$ cat config.mk
export PLATFORM = sky130hd
export DESIGN_NAME = avgiq_addr_ctrl
export DESIGN_NICKNAME = d
export VERILOG_FILES = /design/src/rtl/avgiq_addr_ctrl.sv
export SDC_FILE = /design/constraint.sdc
export NUM_CORES = 1
export LEC_CHECK = 0
export CELL_PAD_IN_SITES_DETAIL_PLACEMENT = 0
export CELL_PAD_IN_SITES_GLOBAL_PLACEMENT = 1
export CORE_MARGIN = 2
export CORE_UTILIZATION = 42
export CTS_CLUSTER_SIZE = 20
export DETAILED_ROUTE_END_ITERATION = 16
export PLACE_DENSITY_LB_ADDON = 0.12
export REMOVE_ABC_BUFFERS = 1
export SYNTH_ARGS = -nofsm -noshare
export SYNTH_HDL_FRONTEND = slang
export SYNTH_SLANG_ARGS = --single-unit
$ cat constraint.sdc
create_clock -name user_clk -period 3.1 [get_ports user_clk]
set_clock_uncertainty 0.05 [all_clocks]
set_input_delay 0.465 -clock user_clk [delete_from_list [all_inputs] [get_ports user_clk]]
set_output_delay 0.465 -clock user_clk [all_outputs]
set_load 0.03 [all_outputs]
$ cat src/rtl/avgiq_addr_ctrl.sv
// IQ averaging sequencer: ping-pong accumulator addressing, bank swap on completion, PPC status word.
// Optional build macro AVGIQ_SYNC_CHECK_EN enables in-frame sync-error detection and re-arm.
module avgiq_addr_ctrl #(
    parameter int ADDR_W = 9,
    parameter int NAVG_W = 16
) (
    input  logic              user_clk,
    input  logic              user_rst_n,
    input  logic              enable,
    input  logic              oneshot,
    input  logic [NAVG_W-1:0] num_avg,
    input  logic              in_valid,
    input  logic              in_sync,
    input  logic              rd_ack,
    output logic              acc_we,
    output logic [ADDR_W:0]   acc_addr,
    output logic              acc_clr,
    output logic              avg_done,
    output logic [31:0]       user_data_in
);

    typedef enum logic [1:0] {
        ST_IDLE  = 2'd0,
        ST_ARM   = 2'd1,
        ST_ACCUM = 2'd2,
        ST_WAIT  = 2'd3
    } state_t;

    localparam logic [NAVG_W-1:0] NAVG_ZERO = {NAVG_W{1'b0}};
    localparam logic [NAVG_W-1:0] NAVG_ONE  = {{(NAVG_W-1){1'b0}}, 1'b1};
    localparam logic [ADDR_W-1:0] CHAN_ZERO = {ADDR_W{1'b0}};
    localparam logic [ADDR_W-1:0] CHAN_ONE  = {{(ADDR_W-1){1'b0}}, 1'b1};
    localparam logic [ADDR_W-1:0] CHAN_LAST = {ADDR_W{1'b1}};

    state_t            state_r;
    logic [ADDR_W-1:0] chan_r;
    logic [NAVG_W-1:0] frame_r;
    logic [NAVG_W-1:0] navg_r;
    logic              wbank_r;
    logic              bank_r;
    logic              pending_r;
    logic              overrun_r;
    logic              sync_err_r;
    logic [12:0]       seq_r;
    logic              acc_we_r;
    logic [ADDR_W:0]   acc_addr_r;
    logic              acc_clr_r;
    logic              avg_done_r;

    logic              sync_hit_s;
    logic              resync_s;
    logic              chan_last_s;
    logic              frame_last_s;
    logic              frame_first_s;
    logic [NAVG_W-1:0] navg_eff_s;

    assign sync_hit_s    = in_valid & in_sync;
    assign chan_last_s   = (chan_r == CHAN_LAST);
    assign frame_last_s  = (frame_r == (navg_r - NAVG_ONE));
    assign frame_first_s = (frame_r == NAVG_ZERO);
    assign navg_eff_s    = (num_avg == NAVG_ZERO) ? NAVG_ONE : num_avg;

`ifdef AVGIQ_SYNC_CHECK_EN
    // A sync marker anywhere but channel 0 means the frame alignment was lost.
    assign resync_s = sync_hit_s & (chan_r != CHAN_ZERO);
`else
    assign resync_s = 1'b0;
`endif

    // Sequencer FSM with all counters, bank control and registered outputs.
    always_ff @(posedge user_clk or negedge user_rst_n) begin
        if (!user_rst_n) begin
            state_r    <= ST_IDLE;
            chan_r     <= CHAN_ZERO;
            frame_r    <= NAVG_ZERO;
            navg_r     <= NAVG_ZERO;
            wbank_r    <= 1'b0;
            bank_r     <= 1'b0;
            pending_r  <= 1'b0;
            overrun_r  <= 1'b0;
            sync_err_r <= 1'b0;
            seq_r      <= 13'd0;
            acc_we_r   <= 1'b0;
            acc_addr_r <= {(ADDR_W+1){1'b0}};
            acc_clr_r  <= 1'b0;
            avg_done_r <= 1'b0;
        end else begin
            acc_we_r   <= 1'b0;
            acc_clr_r  <= 1'b0;
            avg_done_r <= 1'b0;
            if (rd_ack) begin
                pending_r <= 1'b0;
            end

            if (!enable) begin
                state_r <= ST_IDLE;
                chan_r  <= CHAN_ZERO;
                frame_r <= NAVG_ZERO;
            end else begin
                case (state_r)
                    ST_IDLE: begin
                        state_r    <= ST_ARM;
                        chan_r     <= CHAN_ZERO;
                        frame_r    <= NAVG_ZERO;
                        overrun_r  <= 1'b0;
                        sync_err_r <= 1'b0;
                        seq_r      <= 13'd0;
                        pending_r  <= 1'b0;
                    end
                    ST_ARM: begin
                        if (sync_hit_s) begin
                            state_r    <= ST_ACCUM;
                            navg_r     <= navg_eff_s;
                            acc_we_r   <= 1'b1;
                            acc_clr_r  <= 1'b1;
                            acc_addr_r <= {wbank_r, CHAN_ZERO};
                            chan_r     <= CHAN_ONE;
                            frame_r    <= NAVG_ZERO;
                        end
                    end
                    ST_ACCUM: begin
                        if (in_valid && resync_s) begin
                            // Discard the partial average; this sample restarts it as channel 0.
                            sync_err_r <= 1'b1;
                            navg_r     <= navg_eff_s;
                            acc_we_r   <= 1'b1;
                            acc_clr_r  <= 1'b1;
                            acc_addr_r <= {wbank_r, CHAN_ZERO};
                            chan_r     <= CHAN_ONE;
                            frame_r    <= NAVG_ZERO;
                        end else if (in_valid) begin
                            acc_we_r   <= 1'b1;
                            acc_clr_r  <= frame_first_s;
                            acc_addr_r <= {wbank_r, chan_r};
                            if (chan_last_s) begin
                                chan_r <= CHAN_ZERO;
                                if (frame_last_s) begin
                                    frame_r    <= NAVG_ZERO;
                                    bank_r     <= wbank_r;
                                    wbank_r    <= ~wbank_r;
                                    seq_r      <= seq_r + 13'd1;
                                    avg_done_r <= 1'b1;
                                    // A same-cycle ack consumes the old bank, so no overrun.
                                    pending_r  <= 1'b1;
                                    if (pending_r && !rd_ack) begin
                                        overrun_r <= 1'b1;
                                    end
                                    if (oneshot) begin
                                        state_r <= ST_WAIT;
                                    end
                                end else begin
                                    frame_r <= frame_r + NAVG_ONE;
                                end
                            end else begin
                                chan_r <= chan_r + CHAN_ONE;
                            end
                        end
                    end
                    ST_WAIT: begin
                        if (rd_ack) begin
                            state_r <= ST_ARM;
                        end
                    end
                    default: begin
                        state_r <= ST_IDLE;
                    end
                endcase
            end
        end
    end

    assign acc_we       = acc_we_r;
    assign acc_addr     = acc_addr_r;
    assign acc_clr      = acc_clr_r;
    assign avg_done     = avg_done_r;
    assign user_data_in = {bank_r, overrun_r, sync_err_r, seq_r, 16'(navg_r)};

endmodule

Yosys cells after proc, flatten, opt, wreduce, memory -nomap -nowiden --
Cells that the tools add are included.
Word-level totals: register bits after elaboration 73, bits of input ports 23, logic and storage cells 101
Cells by class: add/sub/neg operators 4, equal/unequal tests 17, mux-type cells 50, bitwise gates (word level) 2, reduce and logical (&&, ||, !) cells 15
Operator list (number):
- $mux W16 | 6
- $pmux W16 S3 | 1
- $mux W13 | 3
- $mux W9 | 4
- $logic_not A16 Y1 | 2
- $pmux W9 S3 | 1
- $pmux W13 S2 | 1
- $mux W10 | 2
- $pmux W10 S2 | 1
- $mux W1 | 19
- $ne A3 B3 Y1 const B | 6
- $add A16 B1 Y16 const B | 1
- $eq A16 B16 Y1 | 1
- $sub A16 B1 Y16 const B | 1
- $mux W2 | 7
- $add A13 B1 Y13 const B | 1
- $reduce_and A6 Y1 | 2
- $ne A2 B2 Y1 const B | 5
- $reduce_and A5 Y1 | 2
- $add A9 B1 Y9 const B | 1
- $eq A9 B9 Y1 const B | 1
- $pmux W1 S2 | 4
- $pmux W2 S4 | 1
- $reduce_and A4 Y1 | 2
- other kinds (10) | 13

Depth between registers and ports, before layout --
depth in word-level cells 7, mapped depth 12

Least setup slack after synthesis --
No wires, ideal clock.
path type register -> register, from reg navg_r[0], to reg seq_r[10], arrival 2.927 ns, required time 2.972 ns, slack 0.045 ns, stages on the path, launching flop included 12, path through dfrtp_1 > clkbuf_1 > inv_1 > ha_1 > nor4b_1 > nand2_1 > a2111o_1 > a21oi_1 > and2_1 > a31oi_4 > or4_1 > a21oi_1
On the way: longest elaborated chain between the ends 4
Ends and longest elaborated chain:
- start: declaration | line 38 | logic [NAVG_W-1:0] navg_r;
- start signal: assignment | line 113 | navg_r <= navg_eff_s;
- start signal: assignment | line 125 | navg_r <= navg_eff_s;
- $sub A16 B1 Y16 | line 59 | assign frame_last_s = (frame_r == (navg_r - NAVG_ONE));
- $eq A16 B16 Y1 | line 59
- $ne A2 B2 Y1 (no source line)
- $reduce_and A5 Y1 (no source line)
- end signal: assignment | line 141 | seq_r <= seq_r + 13'd1;
- end: declaration | line 44 | logic [12:0] seq_r;
No other way between the ends. A chain may end at the register's enable or synchronous reset.

Worst setup path after layout --
from reg frame_r[12], to reg seq_r[11]
On the way: longest elaborated chain between the ends 3
Ends and longest elaborated chain:
- start: declaration | line 37 | logic [NAVG_W-1:0] frame_r;
- start signal: assignment | line 152 | frame_r <= frame_r + NAVG_ONE;
- $eq A16 B16 Y1 | line 59
- $ne A2 B2 Y1 (no source line)
- $reduce_and A5 Y1 (no source line)
No other way between the ends.

==> metrics.cfg <==
[global_route]
first_global_vias=3683
grt_usage_pct=20.33
grt_pass1_wl_um=18270
antenna_found_initial=0
grt_max_degree=74
grt-ovfl-total=0

[yosys]
synth_ff_type=dfrtp_1
syn_area_sq_um=4408
synthCells=471
synth_top_cell_area_share_pct=41.44
post-synth-top-count-cell=dfrtp_1
synth_common_cells=73 x dfrtp_1, 52 x nand2_1, 28 x nor2_1
ys_seq_area_share_pct=41.44
ys.warnings.count=0
yosys-top-cells-area=dfrtp_1 41%, nand2_1 4.4%, mux2_2 4.1%
yosysTopAreaCell=dfrtp_1
yosys.cell_types.count=74
avgSynthCellArea_sq_um=9.359
synth-seq-cells=73
async_flop_share_pct=100.0
synth_edf_count=0

[floorplan]
start_util_pct=42.89
die_area_sq_um=11330
io_pins=68
die-height_um=106.4
die_w_um=106.4
row_count=37
core_sq_um=10280

[critical_path]
crit_path_start_kind=flop
r2r-end=seq_r[11]
reg2reg_slack_ns=0.21
critPathMaxFanout=14
path_class=flop to flop
crit_family=simple AND/OR/NAND/NOR gates
cp.depth=8
cp_num_buf_inv=1
critPathRequiredTime_ns=3.35
critPathArrivalTime_ns=3.14
crit_path_top_delay_cell=or4_4
cp-end-kind=flop
slowest_delay_ns=0.55
timing.critical_path.cells=inv_2 > or4_4 > a2111oi_4 > o21ai_2 > nor3_4 > a31oi_4 > or4b_1 > a21oi_1
ff2ff_path_depth=8
reg2reg_from=frame_r[12]

[flow_run]
drv_cap=0

[clock_tree]
cts_hold_buf=0
clk_path_buf_depth=2
cts_made_buffers=9
clock-sinks=73
cts_tree=yes
clk_pin_slew_worst_paths_ns=0.08
htree_levels=3
root_buffer=clkbuf_8
insertion_delay_ns=0.37
cts_resized=0
post_cts_buffers=0

[timing]
fin_ws_ns=0.2093
rsz0062_at_grt=no
finalCriticalPeriod_ns=2.891
setup-violations-final=0
fmax_mhz=345.9
hold_viol=0
min_period_over_period_pct=93.25
slew_violations=0
timing.hold.ws_ns=0.04607

[drt]
via_per_inst=5.446
firstDrtPassIters=4
wirelength_um=10830
drt_iter0_markers=153
ant_nets=0
vias=3758
routedWlPerCell_um=15.69
route.detailed.drc=0

[power_and_ir_drop]
p_per_area_nw_per_um2=702.4
ir_worst_vdd_mv=0.5534
power_mw=3.898
p_leak_nw=2.386

[finish]
nNetsFinal=582
final_core_util_pct=53.99
n_antenna_cell=0
area_delta_synth_final_pct=25.89
fillers=980
drive_above_1_share_pct=13.90

[placement]
gp_congestion=0.8309
hpwl_um=7862
port_buffers=66
post-place-ws_ns=0.2297

[min_path]
hp-class=input pin to async pin

[run_status]
status=completed

==> how the worst max path moves through the flow <==
stage	end	slack, ns	from
CTS	seq_r[11]	0.21	navg_r[3]
global placement	seq_r[10]	0.28	navg_r[3]
finish	seq_r[11]	0.21	frame_r[12]
detailed placement	seq_r[7]	0.23	navg_r[3]
floorplan	frame_r[2]	-0.01	state_r[0]
global route	seq_r[7]	0.04	navg_r[0]
==> state kept, by name, summed over array words and instances, names as in the netlist, 2 cells and up <==
signal,count
navg_r,16
acc_addr,10
chan_r,9
state_r,2
frame_r,16
seq_r,13
==> area by class of cell <==
type | instances | area [sq um] | area share [%]
clock buffers | 9 | 123.9 | 2.232
clock inverters | 7 | 102.6 | 1.849
inverters | 12 | 45.04 | 0.8117
multi-input cells | 363 | 2432 | 43.83
flip-flops and latches | 73 | 1827 | 32.92
well taps | 136 | 170.2 | 3.067
repair buffers | 90 | 848.3 | 15.29
==> worst reg2reg max path: stages (launching register included) <==
cell and delay (ns):
dfrtp_1 0.49, inv_2 0.08, or4_4 0.55, a2111oi_4 0.40
o21ai_2 0.15, nor3_4 0.23, a31oi_4 0.19, or4b_1 0.53
a21oi_1 0.15
==> metrics by stage <==
step | setup TNS (ns) | instance area, sq um | std cells
3_3_place_gp | 0 | 5319 | 674
3_5_place_dp | 0 | 5319 | 674
6_report | 0 | 5549 | 690
5_1_grt | 0 | 5549 | 690
4_1_cts | 0 | 5545 | 690
2_1_floorplan | -0.02147 | 4300 | 448
==> power by group <==
part	total (mW)	switching (mW)	leakage (nW)	internal, mW
Combinational	1.80	1.03	1.28	0.764
Sequential	1.24	0.163	0.986	1.08
Clock	0.864	0.401	0.116	0.463
==> metal layers <==
layer | vias to the layer above | routed length [um] | GRT usage (%)
met5 | - | 0 | 0
met4 | 0 | 240 | 8.720
met3 | 17 | 371 | 3.066
met2 | 82 | 5014 | 32.42
met1 | 1769 | 5202 | 27.55
li1 | 1890 | - | -
==> layout by cell type (no fill, tap or decap), drive strengths merged, types with 4 or more instances in the layout <==
master and count:
dfrtp 73, clkdlybuf4s50 65, nand2 52, nor2 28, nand3 26, buf 25, o21ai 25, and3 20
a21oi 19, mux2 17, inv 14, or3 13, nand4 12, xor2 11, xnor2 10, o211ai 10
nor4 10, ha 10, clkbuf 9, and2 9, nor2b 8, o21a 8, nor3 8, a31oi 7
or4 5, a31o 4, mux2i 4, o31ai 4
==> cells by family after synthesis <==
kind of cell / share of synthesized area [%]
other: 0.08507
buffers and inverters: 3.463
xor gates and xnor gates: 4.172
muxes: 5.336
AOI/OAI and AO/OA: 16.18
adders and majority gates: 2.838
DFF: 41.44
and+or+nand+nor: 26.48
Power figures use the tool's default switching activity.
